[config.mk]
export PLATFORM = sky130hd
export DESIGN_NAME = if_id_queue
export DESIGN_NICKNAME = d
export VERILOG_FILES = /design/src/rtl/if_id_queue.sv
export SDC_FILE = /design/constraint.sdc
export NUM_CORES = 1
export LEC_CHECK = 0
export CAP_MARGIN = 20
export CORE_AREA = 2 2 135 137
export DETAILED_ROUTE_END_ITERATION = 10
export DIE_AREA = 0 0 137 139
export PLACE_DENSITY = 0.79
export SETUP_SLACK_MARGIN = 0.1
export SLEW_MARGIN = 20
export SYNTH_ARGS = -nofsm -noshare
export SYNTH_HDL_FRONTEND = slang
export SYNTH_SLANG_ARGS = --single-unit
[constraint.sdc]
create_clock -name clk -period 8.3 [get_ports clk]
set_input_delay 1.245 -clock clk [delete_from_list [all_inputs] [get_ports clk]]
set_output_delay 1.245 -clock clk [all_outputs]
set_load 0.1 [all_outputs]
[src/rtl/if_id_queue.sv]
// IF/ID decoupling FIFO: buffers {pc, pc+4, instr} from fetch and presents the oldest entry to decode.
// Optional IF_ID_QUEUE_PERF_EN builds the decode-stall and flush cycle counters; otherwise both read 0.
module if_id_queue #(
  parameter int          DEPTH     = 2,
  parameter logic [31:0] NOP_INSTR = 32'h00000013
) (
  input  logic        clk,
  input  logic        rst,
  input  logic        flush,
  input  logic        enq_valid,
  output logic        enq_ready,
  input  logic [31:0] enq_pc,
  input  logic [31:0] enq_pc_plus_4,
  input  logic [31:0] enq_instr,
  output logic        id_valid,
  input  logic        id_ready,
  output logic [31:0] id_pc,
  output logic [31:0] id_pc_plus_4,
  output logic [31:0] id_instr,
  output logic [31:0] stall_cnt,
  output logic [31:0] flush_cnt
);

  localparam int          PW       = $clog2(DEPTH);
  localparam logic [PW:0] CNT_FULL = (PW+1)'(DEPTH);

  typedef struct packed {
    logic [31:0] pc;
    logic [31:0] pc_plus_4;
    logic [31:0] instr;
  } entry_t;

  entry_t          mem [DEPTH];
  logic [PW-1:0]   rd_ptr, wr_ptr;
  logic [PW:0]     count;
  logic            enq_fire, deq_fire;
  entry_t          head;

  // enq_ready looks only at registered count, never at id_ready, so fetch has no path into decode
  assign enq_ready = (count != CNT_FULL) && !flush;
  assign id_valid  = (count != '0);
  assign enq_fire  = enq_valid && enq_ready;
  assign deq_fire  = id_valid && id_ready && !flush;

  assign head         = mem[rd_ptr];
  assign id_pc        = id_valid ? head.pc        : 32'h0;
  assign id_pc_plus_4 = id_valid ? head.pc_plus_4 : 32'h0;
  assign id_instr     = id_valid ? head.instr     : NOP_INSTR;

  // Payload is never reset; outputs above are masked by id_valid
  always_ff @(posedge clk) begin
    if (enq_fire) mem[wr_ptr] <= '{pc: enq_pc, pc_plus_4: enq_pc_plus_4, instr: enq_instr};
  end

  always_ff @(posedge clk) begin
    if (rst || flush) begin
      rd_ptr <= '0;
      wr_ptr <= '0;
      count  <= '0;
    end else begin
      if (enq_fire) wr_ptr <= wr_ptr + 1'b1;
      if (deq_fire) rd_ptr <= rd_ptr + 1'b1;
      case ({enq_fire, deq_fire})
        2'b10:   count <= count + 1'b1;
        2'b01:   count <= count - 1'b1;
        default: count <= count;
      endcase
    end
  end

`ifdef IF_ID_QUEUE_PERF_EN
  logic [31:0] stall_cnt_r, flush_cnt_r;

  always_ff @(posedge clk) begin
    if (rst) begin
      stall_cnt_r <= '0;
      flush_cnt_r <= '0;
    end else begin
      if (id_valid && !id_ready && !flush) stall_cnt_r <= stall_cnt_r + 32'd1;
      if (flush)                           flush_cnt_r <= flush_cnt_r + 32'd1;
    end
  end

  assign stall_cnt = stall_cnt_r;
  assign flush_cnt = flush_cnt_r;
`else
  assign stall_cnt = 32'h0;
  assign flush_cnt = 32'h0;
`endif

endmodule

# ---- After elaboration in Yosys (flattened, before gate mapping)
# Memory sizes are Yosys's and may differ from the RTL's. A register that Yosys moved wholly into a read port is not among the register bits.
# Index checks and enable logic that the tools add are counted.
dict set report classes {
  n_addsub 4
  n_eq_ne 3
  mux 8
  reduce_logical 8
}
# operator n
set ops {}
lappend ops {{$mux W32} 3}
lappend ops {{$logic_and A1 B1 Y1} 4}
lappend ops {{$mux W1} 4}
lappend ops {{$pmux W2 S2} 1}
lappend ops {{$reduce_bool A2 Y1} 2}
lappend ops {{$add A1 B1 Y1 const B} 2}
lappend ops {{$add A2 B1 Y2 const B} 1}
lappend ops {{$eq A2 B1 Y1 const B} 1}
lappend ops {{$eq A2 B2 Y1 const B} 1}
lappend ops {{$ne A2 B2 Y1 const B} 1}
lappend ops {{$sub A2 B1 Y2 const B} 1}
lappend ops {{$logic_not A1 Y1} 1}
lappend ops {{$logic_or A1 B1 Y1} 1}
dict set report word_totals {
  regBits 4
  ramBits 192
  inputBits 101
  output_inout_bits 162
  elab_cells 27
  memories 1
}
# name words word_bits read_ports rd_clocked_by_memory_dff write_ports line
set memory_table {}
lappend memory_table {mem 2 96 1 1 1 33} ;# entry_t mem [DEPTH];

# ---- Logic depth before layout (Yosys ltp)
dict set report depth {
  word_depth 5
  ltp_mapped 6
  ltp_nobuf 6
}

# ---- Worst setup path before layout
# OpenSTA, ideal clock, no wires.
dict set report synth_path {
  path_kind {input to register}
  startpoint {input enq_valid}
  endpoint {memory mem[0][0] in the netlist's numbering, enable pin}
  setup_time_ps 551
  arrival_time_ps 5652
  t_required_ps 7749
  slack_ps 2097
  cell_stages 3
  n_path_buf 0
  cell_sequence {inv_1 or3_1 nor2_1}
}
dict set report synth_via {
  elab_chain_len 3
}
# element line
set synth_rtl {}
lappend synth_rtl {{start, declared} 10} ;# input logic enq_valid,
lappend synth_rtl {{$logic_and A1 B1 Y1} 42} ;# assign enq_fire = enq_valid && enq_ready;
lappend synth_rtl {{$mux W1} 52} ;# if (enq_fire) mem[wr_ptr] <= '{pc: enq_pc, pc_plus_4: enq_pc_plus_4, instr: enq_instr};
lappend synth_rtl {{$mux W1 (not written as such)} 52}
lappend synth_rtl {{end, declared} 33}
# Every way passes these cells.

==> run_results.csv <==
group,metric,value,unit
run_status,outcome,"finished clean",
detailed_routing,wl,15100,um
critical_path,path_class,"reg -> out",
critical_path,crit_arrival,3680,ps
detailed_routing,avgRoutedWirePerCell,16.0,um
cts,numCtsBuffers,17,
flow_run,maxCapViolCount,0,
floorplanning,die-area,0.0190,sq mm
finish,syn_to_final_growth,33.3,%
sta,setup-tns-final,0,ps
detailed_routing,detail-route-antenna-nets,0,
finish,diodes,0,
sta,drv_slew,0,
cts,clock_sinks,197,
floorplanning,rows,49,
sta,min_period_over_period,59.3,%
finish,fin_cells,942,
cts,cts-root-buf,"clkbuf_16",
yosys,synth_seq_cells,197,
critical_path,r2r_slack,6170,ps
sta,fin_ws,3370,ps
yosys,synth_area_leaders,"edfxtp_1 (73%), mux2i_1 (12%), buf_4 (6.5%)",
sta,timing.fmax,0.203,GHz
cts,cts_hold_buffers,0,
yosys,synth_cell_types,19,
floorplanning,dieWidth,137,um
pwr,peakVddDrop,0.159,mV
pwr,leakage,3.47,nW
sta,rsz0062_at_grt,"no",
yosys,synth_top_area_cell,"edfxtp_1",
critical_path,startpoint_type,"flop",
place,dp_hpwl,10100,um
detailed_routing,drt_iter0_markers,126,
cts,cts-htree-levels,4,
detailed_routing,drc,0,
cts,clk_path_buf_depth,2,
critical_path,cp_max_fo,53,
grt,gr-usage-all-layers,15.9,%
cts,clkSlewWorstSetupHoldPaths,70,ps
grt,grt-ovfl-total,0,
place,portBuffers,198,
place,dpl_worst_slack,3710,ps
grt,first_global_vias,4542,
cts,cts_tree,"built",
cts,post_cts_buffers,0,
pwr,p_per_area,224,mW/mm^2
place,gp_congestion,0.753,
yosys,syn_area_per_cell,15.9,sq um
finish,final_cell_area,0.0106,sq mm
sta,max_slew_margin,31.4,%
critical_path,end_kind,"primary output",
yosys,netlist_area,0.00792,sq mm
finish,postLayoutCoreUtil,59.8,%
sta,skew,9.79,ps
place,postPlaceCellArea,0.00989,sq mm
cts,clk_latency,430,ps
floorplanning,core_area,0.0177,sq mm
min_path,hold_class,"reg -> reg",
cts,ctsResizeCount,0,
sta,hold_viol,0,
sta,setup_violations,0,
grt,grt_max_degree,90,
grt,grt_antenna_before_repair,0,
detailed_routing,drtPass1Iterations,4,
sta,post-route-min-period,4930,ps
finish,nets,802,
floorplanning,fp.dieH,139,um
yosys,synth_top_area_share,72.8,%
floorplanning,initial_utilization,44.9,%
yosys,syn_inst,499,
yosys,yosysSeqAreaShare,74.1,%
sta,worstMarginPinSlew,1030,ps
critical_path,cp.required,7050,ps
finish,drive_above_1_share,6.03,%
floorplanning,ios,263,
detailed_routing,num_vias,4452,
sta,whs,522,ps
yosys,yosys_warnings,0,
detailed_routing,via_per_inst,4.73,
place,placed_cells,909,
pwr,total_power,2.36,mW
grt,grt_pass1_wl,22900,um
## final timing paths
| check | startpoint | endpoint | depth (start not counted) |
|---|---|---|---|
| min | rd_ptr | rd_ptr | 2 |
| min reg2reg | rd_ptr | rd_ptr | 2 |
| max | flop | id_pc_plus_4[4] | 4 |
| max reg2reg | count[0] | mem[1][61] | 4 |
## cells in the final DEF, fill, tap and decap left out, drive strengths merged
cell,count
buf,6
inv,7
clkinvlp,1
dfxtp,5
nor2b,1
or2,1
and3,1
bufinv,3
mux2i,96
clkinv,6
nand2,3
clkdlybuf4s50,198
a21oi,2
conb,64
xor2,2
clkbuf,17
ha,1
o21ai,3
edfxtp,192
xnor2,1
nor2,100
or3,3
## cells in the mapped netlist
cell        n
edfxtp_1  192
buf_2      13
o21ai_0     3
xnor2_1     1
or3_1       3
dfxtp_1     5
and3_1      1
nor2_1    100
conb_1      1
nor2b_1     1
nand2_1     3
a21oi_1     2
mux2i_1    96
clkbuf_1    3
ha_1        1
or2_2       1
xor2_1      2
buf_4      69
inv_1       2
## kinds of logic (layout without fill, tap and decap cells)
logic type               count (synthesis)  count (layout)  synth area share (%)
other                                    1              64                0.0473
AO/OA/AOI/OAI                            5               5                 0.316
flip-flops                             197             197                  74.1
adder cells (fa/ha/maj)                  1               1                 0.158
buffers and inverters                   87             238                  7.60
XOR/XNOR                                 3               3                 0.332
multiplexers                            96              96                  12.1
AND/OR/NAND/NOR                        109             109                  5.36
## metal layers
| metal | up-vias | routed length, um | track usage (%) |
|---|---|---|---|
| met5 | - | 0 | 0 |
| met4 | 0 | 235 | 5.75 |
| met3 | 19 | 1480 | 6.18 |
| met2 | 221 | 7840 | 28.3 |
| met1 | 2144 | 5520 | 17.0 |
| li1 | 2068 | - | - |
## layout make-up
class	instances	area [sq um]
timing repair buffer	204	2040
multi-input combinational	278	1710
clock inverter	15	216
fill	1327	7100
clock buffer	17	425
sequential	197	5870
inverter	2	7.51
tap	229	287
## worst max-delay path, cell delays in order (launching register included)
cell             delay, ps
dfxtp_4                830
buf_4                  820
mux2i_1                200
nor2_1                 170
clkdlybuf4s50_1       1170
## flip-flops by register name, summed over array words and instances, names as in the netlist, named ones only
signal  count
wr_ptr      1
count       2
mem       192
rd_ptr      1
## report_power, final
part	total [mW]	internal [mW]	leakage [nW]	switching [mW]
clock network	0.863	0.489	0.310	0.374
registers	1.13	1.12	1.80	0.00857
logic	0.368	0.0810	1.36	0.287
Note: power is estimated with default switching activity, not from simulation.
